$ cat config.mk
export PLATFORM = sky130hd
export DESIGN_NAME = pipe_chain
export DESIGN_NICKNAME = d
export VERILOG_FILES = /design/src/rtl/pipe_chain.sv
export SDC_FILE = /design/constraint.sdc
export NUM_CORES = 1
export LEC_CHECK = 0
export BUFFER_PORTS_ARGS = -buffer_cell sky130_fd_sc_hd__buf_4
export CAP_MARGIN = 20
export CORE_MARGIN = 5
export CORE_UTILIZATION = 63
export CTS_CLUSTER_DIAMETER = 100
export DETAILED_ROUTE_END_ITERATION = 6
export PLACE_DENSITY = 0.94
export SYNTH_ARGS = -nofsm -noshare
export SYNTH_HDL_FRONTEND = slang
export SYNTH_SLANG_ARGS = --single-unit
$ cat constraint.sdc
create_clock -name clk -period 21.2 [get_ports clk]
set_input_delay 4.24 -clock clk [delete_from_list [all_inputs] [get_ports clk]]
set_output_delay 4.24 -clock clk [all_outputs]
set_load 0.1 [all_outputs]
$ cat src/rtl/pipe_chain.sv
// pipe_chain: elastic DEPTH-stage valid/ready pipeline with per-stage flush, global stall
// and live occupancy. Define PIPE_CHAIN_SKID_EN for a skid entry with registered in_ready.
module pipe_chain #(
    parameter int               DEPTH     = 4,
    parameter int               WIDTH     = 64,
    parameter logic [WIDTH-1:0] RST_VALUE = WIDTH'(64'h0000_0000_0000_0013)
) (
    input  logic                       clk,
    input  logic                       rst,
    input  logic                       in_valid,
    output logic                       in_ready,
    input  logic [WIDTH-1:0]           in_data,
    output logic                       out_valid,
    input  logic                       out_ready,
    output logic [WIDTH-1:0]           out_data,
    input  logic                       stall,
    input  logic [DEPTH-1:0]           flush,
    output logic [$clog2(DEPTH+2)-1:0] occupancy
);
    localparam int OCC_W = $clog2(DEPTH + 2);

    logic [DEPTH-1:0] stageValid;
    logic [WIDTH-1:0] stageData [DEPTH];
    logic [DEPTH-1:0] validNext;
    logic [WIDTH-1:0] dataNext [DEPTH];
    logic [WIDTH-1:0] feedData [DEPTH];
    logic [DEPTH-1:0] stageLoad;
    logic [DEPTH:0]   stageReady;
    logic             srcValid;
    logic [WIDTH-1:0] srcData;
    logic             skidValidNext;

    function automatic logic [OCC_W-1:0] countValid(input logic [DEPTH-1:0] v,
                                                    input logic skid);
        logic [OCC_W-1:0] n;
        n = OCC_W'(skid);
        for (int i = 0; i < DEPTH; i++) begin
            n = n + OCC_W'(v[i]);
        end
        return n;
    endfunction

    // Ready ripples from the output back to the input; an empty stage breaks back-pressure.
    always_comb begin : readyChain
        logic rdy;
        rdy = out_ready & ~stall;
        stageReady[DEPTH] = rdy;
        for (int i = DEPTH - 1; i >= 0; i--) begin
            rdy = ~stall & (~stageValid[i] | rdy);
            stageReady[i] = rdy;
        end
    end

`ifdef PIPE_CHAIN_SKID_EN
    logic             skidValid;
    logic [WIDTH-1:0] skidData;

    assign in_ready      = ~skidValid;
    assign srcValid      = skidValid | in_valid;
    assign srcData       = skidValid ? skidData : in_data;
    assign skidValidNext = ~flush[0] & srcValid & ~stageReady[0];

    // Skid payload tracks in_data while empty, so it holds the parked beat once it fills.
    always_ff @(posedge clk or posedge rst) begin
        if (rst) begin
            skidValid <= 1'b0;
            skidData  <= RST_VALUE;
        end else begin
            skidValid <= skidValidNext;
            if (!skidValid) begin
                skidData <= in_data;
            end
        end
    end
`else
    assign in_ready      = stageReady[0];
    assign srcValid      = in_valid;
    assign srcData       = in_data;
    assign skidValidNext = 1'b0;
`endif

    // A flushed stage still hands its beat on for ready purposes but the beat is not loaded.
    always_comb begin
        feedData[0]  = srcData;
        stageLoad[0] = srcValid & stageReady[0];
        for (int i = 1; i < DEPTH; i++) begin
            feedData[i]  = stageData[i-1];
            stageLoad[i] = stageValid[i-1] & stageReady[i] & ~flush[i-1];
        end
        for (int i = 0; i < DEPTH; i++) begin
            validNext[i] = stageValid[i] & ~stageReady[i+1];
            dataNext[i]  = stageData[i];
            if (stageLoad[i]) begin
                validNext[i] = 1'b1;
                dataNext[i]  = feedData[i];
            end
            if (flush[i]) begin
                validNext[i] = 1'b0;
                dataNext[i]  = RST_VALUE;
            end
        end
    end

    always_ff @(posedge clk or posedge rst) begin
        if (rst) begin
            stageValid <= '0;
            for (int i = 0; i < DEPTH; i++) begin
                stageData[i] <= RST_VALUE;
            end
            occupancy <= '0;
        end else begin
            stageValid <= validNext;
            for (int i = 0; i < DEPTH; i++) begin
                stageData[i] <= dataNext[i];
            end
            occupancy <= countValid(validNext, skidValidNext);
        end
    end

    assign out_valid = stageValid[DEPTH-1] & ~stall;
    assign out_data  = stageData[DEPTH-1];

endmodule

==> results of run 1 <==
registers in the layout, summed over array words and instances, names as in the netlist:
name and cells:
occupancy 3, out_data 64, feedData 192, stageValid 4
metrics by stage:
step / instances / hold slack, ns / utilization [%] / power [W]
5_1_grt: 1430 / 0.489 / 74.2 / 0.00110
4_1_cts: 1428 / 0.472 / 74.0 / 0.00107
3_3_place_gp: 1378 / 0.458 / 69.4 / 0.000591
3_5_place_dp: 1378 / 0.461 / 69.4 / 0.000593
6_report: 1430 / 0.469 / 74.2 / 0.00106
2_1_floorplan: 1072 / 0.462 / - / 0.000568
path summary, 6_finish.rpt:
kind | depth (start not counted) | slack (ns) | end
setup reg to reg | 8 | 18.12 | occupancy[1]
hold / removal | 2 | 0.47 | out_data[1]
min in group asynchronous | 2 | 3.88 | out_data[39]
max in group asynchronous | 3 | 15.84 | feedData[20]
hold reg to reg | 2 | 0.47 | out_data[1]
setup / recovery | 4 | 11.89 | in_ready
placed cells by master, fill, tap and decap left out, types with 2 or more instances in the layout:
cell,instances
a22oi_1,3
clkinv_2,7
a21oi_1,4
inv_8,2
nand3_1,28
mux2i_1,128
o2111ai_1,14
nand2b_1,248
inv_1,12
nor2_1,12
a22o_1,61
clkbuf_1,7
nand4_1,14
dfrtp_1,251
ha_1,2
clkbuf_8,6
clkbuf_16,29
buf_12,2
a311o_1,47
buf_4,154
and3_1,47
dfstp_2,12
o211ai_1,6
o2111a_1,47
cell type report:
class / instances / area [µm²]
repair buffers: 156 / 1200
well taps: 265 / 332
clock buffers: 42 / 835
clock inverters: 8 / 71.3
inverters: 15 / 65.1
multi-input cells: 681 / 5400
fillers: 1305 / 5030
flip-flops and latches: 263 / 6600
cells in the mapped netlist:
| library cell | count | share of area (%) |
|---|---|---|
| dfrtp_1 | 251 | 50 |
| nand2b_1 | 249 | 12 |
| mux2i_1 | 128 | 10 |
| a22o_1 | 61 | 4.3 |
| clkbuf_1 | 59 | 1.8 |
| a311o_1 | 47 | 3.8 |
| and3_1 | 47 | 2.3 |
| o2111a_1 | 47 | 4.2 |
| buf_2 | 32 | 1.3 |
| nand3_1 | 28 | 1.1 |
| buf_4 | 16 | 0.96 |
| inv_1 | 15 | 0.45 |
| nand4_1 | 14 | 0.70 |
| o2111ai_1 | 14 | 0.98 |
| nor2_1 | 13 | 0.39 |
| dfstp_2 | 12 | 2.5 |
| buf_1 | 6 | 0.18 |
| o211ai_1 | 6 | 0.36 |
| a21oi_1 | 4 | 0.16 |
| a22oi_1 | 3 | 0.18 |
| ha_1 | 2 | 0.20 |
| nor2b_1 | 2 | 0.10 |
| a211oi_2 | 1 | 0.10 |
| a21o_1 | 1 | 0.060 |
| a31o_2 | 1 | 0.070 |
| a31oi_1 | 1 | 0.050 |
| and2b_1 | 1 | 0.060 |
| and4b_1 | 1 | 0.080 |
| fa_1 | 1 | 0.16 |
| nand4b_2 | 1 | 0.12 |
| nor3_1 | 1 | 0.040 |
| nor4_2 | 1 | 0.10 |
| o21a_1 | 1 | 0.060 |
| o21ai_0 | 1 | 0.040 |
| o21ba_2 | 1 | 0.080 |
| o31a_1 | 1 | 0.070 |
| o32a_1 | 1 | 0.080 |
| o32ai_1 | 1 | 0.070 |
logic make-up (layout without fill, tap and decap cells):
kind of cell	after synthesis	in the layout	synth area share [%]
AOI/OAI and AO/OA	192	192	14.6
adders and majority gates	3	3	0.360
DFF	263	263	52.7
buffers and inverters	128	221	4.64
muxes	128	128	10.2
and+or+nand+nor	358	358	17.5
layer usage:
metal  GRT usage, %  wire, µm
met1           35.8     12100
met2           41.3     13900
met3           4.04      1790
met4           10.2      1160
met5              0         0
power by group through the flow:
stage          Clock [W]  Combinational [W]  Sequential, W
3_3_place_gp           0          0.0000677       0.000523
2_1_floorplan          0          0.0000454       0.000523
3_5_place_dp           0          0.0000691       0.000523
6_report        0.000480          0.0000698       0.000515
5_1_grt         0.000506          0.0000763       0.000515
4_1_cts         0.000486          0.0000693       0.000515
worst reg2reg max path: cells and delay by family, from the launching register on:
kind | cells | cell delay (ns)
fa+ha+maj | 3 | 1.00
compound gates | 2 | 0.49
flops | 1 | 0.53
simple gates | 1 | 0.30
buf+inv | 2 | 0.65
==> results_dict.tcl, run 1 <==
set metrics [dict create \
    grt_pass1_vias 9079 \
    design_area_um2 14500 \
    tightestPinTransition_ns 1.03 \
    cp-end-kind "output port" \
    cellLeakagePower_nw 6.47 \
    num_vias 8816 \
    nNetsFinal 1221 \
    slowest_delay_ns 0.32 \
    numCtsBuffers 28 \
    hold_path.class "reg2reg" \
    synth_nets 1148 \
    setup_violations 0 \
    postRouteWirelength_um 28900 \
    yosys_warnings 0 \
    cp_common_cell "buf_4" \
    ctsHoldBuffers 0 \
    dp_slack_ns 11.92 \
    placed_area_um2 13500 \
    syn_avg_cell_area_um2 11.7 \
    clock_skew_ns 0.00877 \
    timing.fmax_mhz 107 \
    viasPerCell 6.17 \
    worst_slack_ns 11.89 \
    critPathSlowestCell "buf_4" \
    fp-row-count 51 \
    clk_pin_slew_ns 0.06 \
    die_w_um 151 \
    seqPwrFrac_pct 48.3 \
    run_status "complete, no violations" \
    track_usage_pct 25.8 \
    path_buf_inv 2 \
    grt_pass1_wl_um 47700 \
    cp_max_fo 4 \
    critPathRequiredTime_ns 16.96 \
    maxCapViolCount 0 \
    drtIter0Drc 815 \
    rsz0062_at_grt "false" \
    ys_ff_latch 263 \
    p_sw_share_pct 23.0 \
    start_kind "input port" \
    finalHoldViolCount 0 \
    drc 0 \
    wl_per_cell_um 20.2 \
    io_pins 142 \
    share_comb_of_total_power_pct 6.6 \
    power_frac_clock_pct 45.1 \
    ctsLongestPathBuffers 3 \
    synth_cell_type_count 38 \
    ys_seq_area_share_pct 52.7 \
    path_cells "buf_4 -> and4b_2 -> a21oi_1 -> buf_4" \
    core_um2 19500 \
    overflow 0 \
    drv_slew 0 \
    h-tree-depth 1 \
    path_class "in2out" \
    netlist_instances 1072 \
    p_int_w 0.000820 \
    insertion_delay_ns 0.53 \
    diodes 0 \
    routabilityCongestion 0.804 \
    synth_area_um2 12500 \
    dp_hpwl_um 16600 \
    worstHoldStart "out_data[1]" \
    dieArea_um2 22800 \
    ir_drop_uv 54.8 \
    maxSlewHeadroom_pct 31.2 \
    layout-drive-gt1-share_pct 19.3 \
    cts_setup_buffers 0 \
    path_delay_family "buffers and inverters" \
    cp.arrival_ns 5.07 \
    start_util_pct 64.1 \
    ant_nets 0 \
    p_per_area_nw_per_um2 73.5 \
    io_buffer_count 141 \
    switching_power_w 0.000245 \
    r2r-start "stageValid[2]" \
    grt_max_degree 131 \
    ctsResizeCount 0 \
    cts_tree "done" \
    finalCritPeriodShare_pct 43.9 \
    setup_tns_ns 0 \
    die_y_um 151 \
    timing.final.crit_period_ns 9.31 \
    timing.critical_path.from "out_ready" \
    drtPass1Iterations 5 \
    area_growth_pct 15.7 \
    cts_root_buf "clkbuf_16" \
    antenna_found_initial 0 \
    clock_sinks 263 \
]
(Power assumes the default switching activity.)
==> run 2, diff against run 1 <==
- ABC_AREA: not set -> 1
- CORE_UTILIZATION: 63 -> 57
- PLACE_DENSITY: 0.94 -> 0.88
- clock period: 21.2 -> 9.6 ns (I/O delays scaled with it)
==> results_dict.tcl, run 2 <==
set metrics [dict create \
    clock_sinks 263 \
    clk_pin_slew_ns 0.06 \
    drtPass1Iterations 4 \
    antenna_found_initial 0 \
    setup_tns_ns 0 \
    timing.final.crit_period_ns 5.33 \
    path_buf_inv 3 \
    async_flop_share_pct 100 \
    tightestPinTransition_ns 1.09 \
    drv_slew 0 \
    multi_input_area_um2 2730 \
    maxSlewHeadroom_pct 27.3 \
    synth_edf_count 0 \
    layout-drive-gt1-share_pct 19.1 \
    synth_cell_type_count 26 \
    die_y_um 144 \
    critPathRequiredTime_ns 7.68 \
    ant_nets 0 \
    clock_skew_ns 0.0121 \
    grt_max_degree 110 \
    num_vias 7641 \
    yosys_warnings 0 \
    dieArea_um2 20700 \
    timing.fmax_mhz 188 \
    ctsResizeCount 0 \
    ys_seq_area_share_pct 64.7 \
    totalPowerFinal_w 0.00223 \
    cp-end-kind "output port" \
    track_usage_pct 22.8 \
    ctsHoldBuffers 0 \
    setup_violations 0 \
    synth_nets 1105 \
    numCtsBuffers 26 \
    run_status "complete, no violations" \
    finalCritPeriodShare_pct 55.5 \
    largest_reg_flops 192 \
    cp_common_cell "buf_4" \
    postRouteWirelength_um 23100 \
    cts_tree "done" \
    finalHoldViolCount 0 \
    fp-row-count 49 \
    cp.arrival_ns 3.41 \
    routabilityCongestion 0.805 \
    drtIter0Drc 386 \
    synthFlopType "dfrtp_1" \
    grt_pass1_wl_um 38300 \
    ff_latch_area_um2 6600 \
    path_cells "buf_4 -> o21bai_4 -> a41oi_4 -> buf_4 -> buf_4" \
    synth_area_um2 10200 \
    netlist_top_cells_count "251 x dfrtp_1, 199 x nand2_1, 146 x inv_1" \
    cellLeakagePower_nw 5.90 \
    diodes 0 \
    critPathSlowestCell "buf_4" \
    path_delay_family "buffers and inverters" \
    netlist_top_cells_area "dfrtp_1 62%, nand2_1 7.3%, inv_1 5.4%" \
    start_util_pct 57.4 \
    cts_setup_buffers 0 \
    nNetsFinal 1215 \
    ir_drop_uv 133 \
    start_kind "input port" \
    cts_root_buf "clkbuf_16" \
    dp_hpwl_um 13600 \
    grt_pass1_vias 7746 \
    area_growth_pct 19.6 \
    maxCapViolCount 0 \
    path_class "in2out" \
    final_cell_mix "251 x dfrtp_1, 196 x nand2_1, 150 x buf_4" \
    h-tree-depth 1 \
    wl_per_cell_um 16.7 \
    fin_hold_ws_ns 0.480 \
    ys_ff_latch 263 \
    fillCellCount 1338 \
    core_um2 17800 \
    insertion_delay_ns 0.51 \
    die_w_um 144 \
    overflow 0 \
    netlist_instances 1029 \
    yosysMostFrequentCell "dfrtp_1" \
    synth_area_leader_cell "dfrtp_1" \
    io_pins 142 \
    cp_max_fo 63 \
    synth_top_area_share_pct 61.6 \
    ctsLongestPathBuffers 3 \
    viasPerCell 5.52 \
    syn_avg_cell_area_um2 9.91 \
    slowest_delay_ns 0.58 \
    io_buffer_count 141 \
    p_per_area_nw_per_um2 183 \
    drc 0 \
    rsz0062_at_grt "false" \
    layout_commonest_cell "dfrtp_1" \
    hold_path.class "reg2reg" \
]
[run 2: changes by cell type after synthesis, sizes merged, moves of 61 or more]
cell | before | now
nand2b | 249 | 0
nand2 | 0 | 199
inv | 15 | 150
o21ai | 1 | 131
mux2i | 128 | 0
a22o | 61 | 0
o22ai | 0 | 61
[run 2: path summary, 6_finish.rpt]
path,startpoint,endpoint,slack (ns),cells past startpoint
setup reg to reg,stageValid[3],occupancy[1],6.84,11
hold reg to reg,feedData[181],feedData[117],0.48,2
hold / removal,feedData[181],feedData[117],0.48,2
setup / recovery,stall,in_ready,4.27,5
max in group asynchronous,rst,feedData[94],6.65,3
min in group asynchronous,rst,feedData[2],1.52,2
[run 2: per-layer routing]
layer	routed length [µm]	part of all wire (%)	global-route usage, %
met4	326	1.4	5.15
met1	10000	43	32.2
met5	0	0	0
met3	1490	6.4	3.63
met2	11300	49	37.9
[run 2: per-stage QoR]
stage               setup slack (ns)  std cells  instance area, µm²  utilization [%]
finish                          4.27       1385               12200             68.6
global route                    4.21       1385               12200             68.6
CTS                             4.28       1383               12100             68.3
detailed placement              4.28       1338               11300             63.6
global placement                4.31       1338               11300             63.6
floorplan                      0.460       1029               10200                -
[run 2: cells by family after synthesis]
| group | after synthesis | synth area share (%) |
|---|---|---|
| simple gates | 341 | 15.1 |
| fa+ha+maj | 3 | 0.442 |
| flops | 263 | 64.7 |
| compound gates | 202 | 11.0 |
| buf+inv | 220 | 8.82 |
[run 2: cell type report]
cell class                      count  share of cell area, %
Clock buffer                       42                   6.66
Inverter                          150                   4.70
Sequential cell                   263                   54.1
Timing Repair Buffer              152                   9.62
Multi-Input combinational cell    546                   22.4
Clock inverter                      3                  0.154
Tap cell                          229                   2.35
[run 2: worst reg2reg max path, stage by stage (launching register included)]
cell and delay [ns]:
dfrtp_1 0.36, inv_1 0.12, o21bai_4 0.10, a41oi_4 0.13
buf_4 0.58, nand2_2 0.12, nand2_1 0.09, nand2_1 0.08
fa_1 0.56, inv_1 0.04, ha_1 0.17, ha_1 0.30
[run 2: where the power goes]
part	internal [W]	switching, W
combinational	0.0000355	0.0000839
clock	0.000575	0.000397
sequential	0.00113	0.00000815
==> run 3, diff against run 2 <==
- CORE_UTILIZATION: 57 -> 51
- PLACE_DENSITY: 0.88 -> 0.84
- clock period: 9.6 -> 4.45 ns (I/O delays scaled with it)
==> results_dict.tcl, run 3 (synthesis results as in run 2) <==
set metrics [dict create \
    run_status "complete, no violations" \
    final_cell_mix "251 x dfrtp_1, 196 x nand2_1, 148 x buf_4" \
    path_delay_family "buffers and inverters" \
    drtPass1Iterations 5 \
    clock_sinks 263 \
    cts_root_buf "clkbuf_16" \
    largest_reg_flops 192 \
    critPathRequiredTime_ns 3.56 \
    dieArea_um2 22900 \
    core_um2 19600 \
    postRouteWirelength_um 24700 \
    grt_pass1_wl_um 40700 \
    ant_nets 0 \
    regToRegSetupSlack_ns 1.89 \
    wl_per_cell_um 17.3 \
    area_growth_pct 20.4 \
    io_pins 142 \
    io_buffer_count 141 \
    track_usage_pct 22.2 \
    cts_setup_buffers 0 \
    timing.final.crit_period_ns 3.00 \
    holdPathEnd "out_data[2]" \
    diodes 0 \
    drv_slew 0 \
    maxCapViolCount 0 \
    antenna_found_initial 0 \
    nNetsFinal 1217 \
    multi_input_area_um2 2730 \
    numCtsBuffers 27 \
    slowest_delay_ns 0.36 \
    r2r-start "stageValid[3]" \
    rsz0062_at_grt "false" \
    hold_path.class "reg2reg" \
    start_util_pct 52.1 \
    grt_pass1_vias 8021 \
    grt_max_degree 135 \
    placed_area_um2 11400 \
    num_vias 7744 \
    finalHoldViolCount 0 \
    worstHoldStart "out_data[2]" \
    setup_tns_ns 0 \
    clock_skew_ns 0.0102 \
    h-tree-depth 1 \
    p_per_area_nw_per_um2 396 \
    path_class "in2out" \
    ff_latch_area_um2 6600 \
    clk_pin_slew_ns 0.06 \
    die_w_um 151 \
    ctsHoldBuffers 0 \
    routabilityCongestion 0.830 \
    insertion_delay_ns 0.53 \
    timing.fmax_mhz 333 \
    start_kind "input port" \
    ctsResizeCount 0 \
    ir_drop_uv 265 \
    place_inst 1376 \
    cp.arrival_ns 2.11 \
    fp-row-count 51 \
    postLayoutCoreUtil_pct 62.7 \
    path_cells "buf_4 -> o21bai_4 -> a41oi_4 -> buf_4 -> buf_4" \
    die_y_um 151 \
    r2r_end "occupancy[1]" \
    ctsLongestPathBuffers 3 \
    tightestPinTransition_ns 1.06 \
    cp_common_cell "buf_4" \
    dp_hpwl_um 15300 \
    cellLeakagePower_nw 5.91 \
    setup_violations 0 \
    finalCritPeriodShare_pct 67.5 \
    maxSlewHeadroom_pct 29.0 \
    design_area_um2 12300 \
    reg2reg_depth 11 \
    layout-drive-gt1-share_pct 19.1 \
    cts_tree "done" \
    cp_max_fo 31 \
    cp-end-kind "output port" \
    drc 0 \
    viasPerCell 5.43 \
    final_cells 1426 \
    critPathSlowestCell "buf_4" \
    drtIter0Drc 629 \
    overflow 0 \
    layout_commonest_cell "dfrtp_1" \
    whs_path_depth 2 \
    path_buf_inv 3 \
    fillCellCount 1606 \
]
-- run 3: changes by cell type in the layout (fill, tap and decap cells not counted), sizes merged --
cell,previous run,this run
clkinvlp,0,2
inv,151,149
bufinv,0,1
clkinv,2,5
buf,152,153
-- run 3: worst max path at each step --
stage | slack, ns | to | cells after the start | startpoint
floorplan | 0.10 | feedData[100] | 1 | rst
global placement | 1.33 | occupancy[1] | 11 | stall
detailed placement | 1.25 | occupancy[1] | 11 | stall
CTS | 1.46 | in_ready | 5 | stall
global route | 1.40 | in_ready | 5 | stall
finish | 1.45 | in_ready | 5 | stall
-- run 3: stage by stage --
step	power, W	hold WS (ns)	setup WS [ns]
5_1_grt	0.00503	0.509	1.40
3_3_place_gp	0.00275	0.462	1.33
6_report	0.00486	0.480	1.45
3_5_place_dp	0.00276	0.469	1.25
4_1_cts	0.00489	0.482	1.46
2_1_floorplan	0.00265	0.452	0.100
-- run 3: final cells by class --
| cell class | count | area share [%] |
|---|---|---|
| clock buffers | 42 | 6.29 |
| clock inverters | 7 | 0.510 |
| inverters | 150 | 4.64 |
| repair buffers | 153 | 9.87 |
| flip-flops and latches | 263 | 53.7 |
| well taps | 265 | 2.70 |
| multi-input cells | 546 | 22.3 |
-- run 3: worst min-delay path, delay by kind of cell, from the launching register on --
kind / cells / cell delay (ns)
DFF: 1 / 0.34
and+or+nand+nor: 1 / 0.05
AOI/OAI and AO/OA: 1 / 0.05
-- run 3: layer usage --
metal	vias up	GRT usage (%)	wire, µm
met5	-	0	0
met4	0	5.98	607
met3	38	3.68	1730
met2	261	37.1	12100
met1	3848	30.2	10300
li1	3597	-	-
-- run 3: report_power, final --
part	leakage, nW	switching [W]	internal [W]
registers	3.61	0.0000205	0.00243
logic	1.89	0.000180	0.0000783
clock network	0.408	0.000902	0.00124
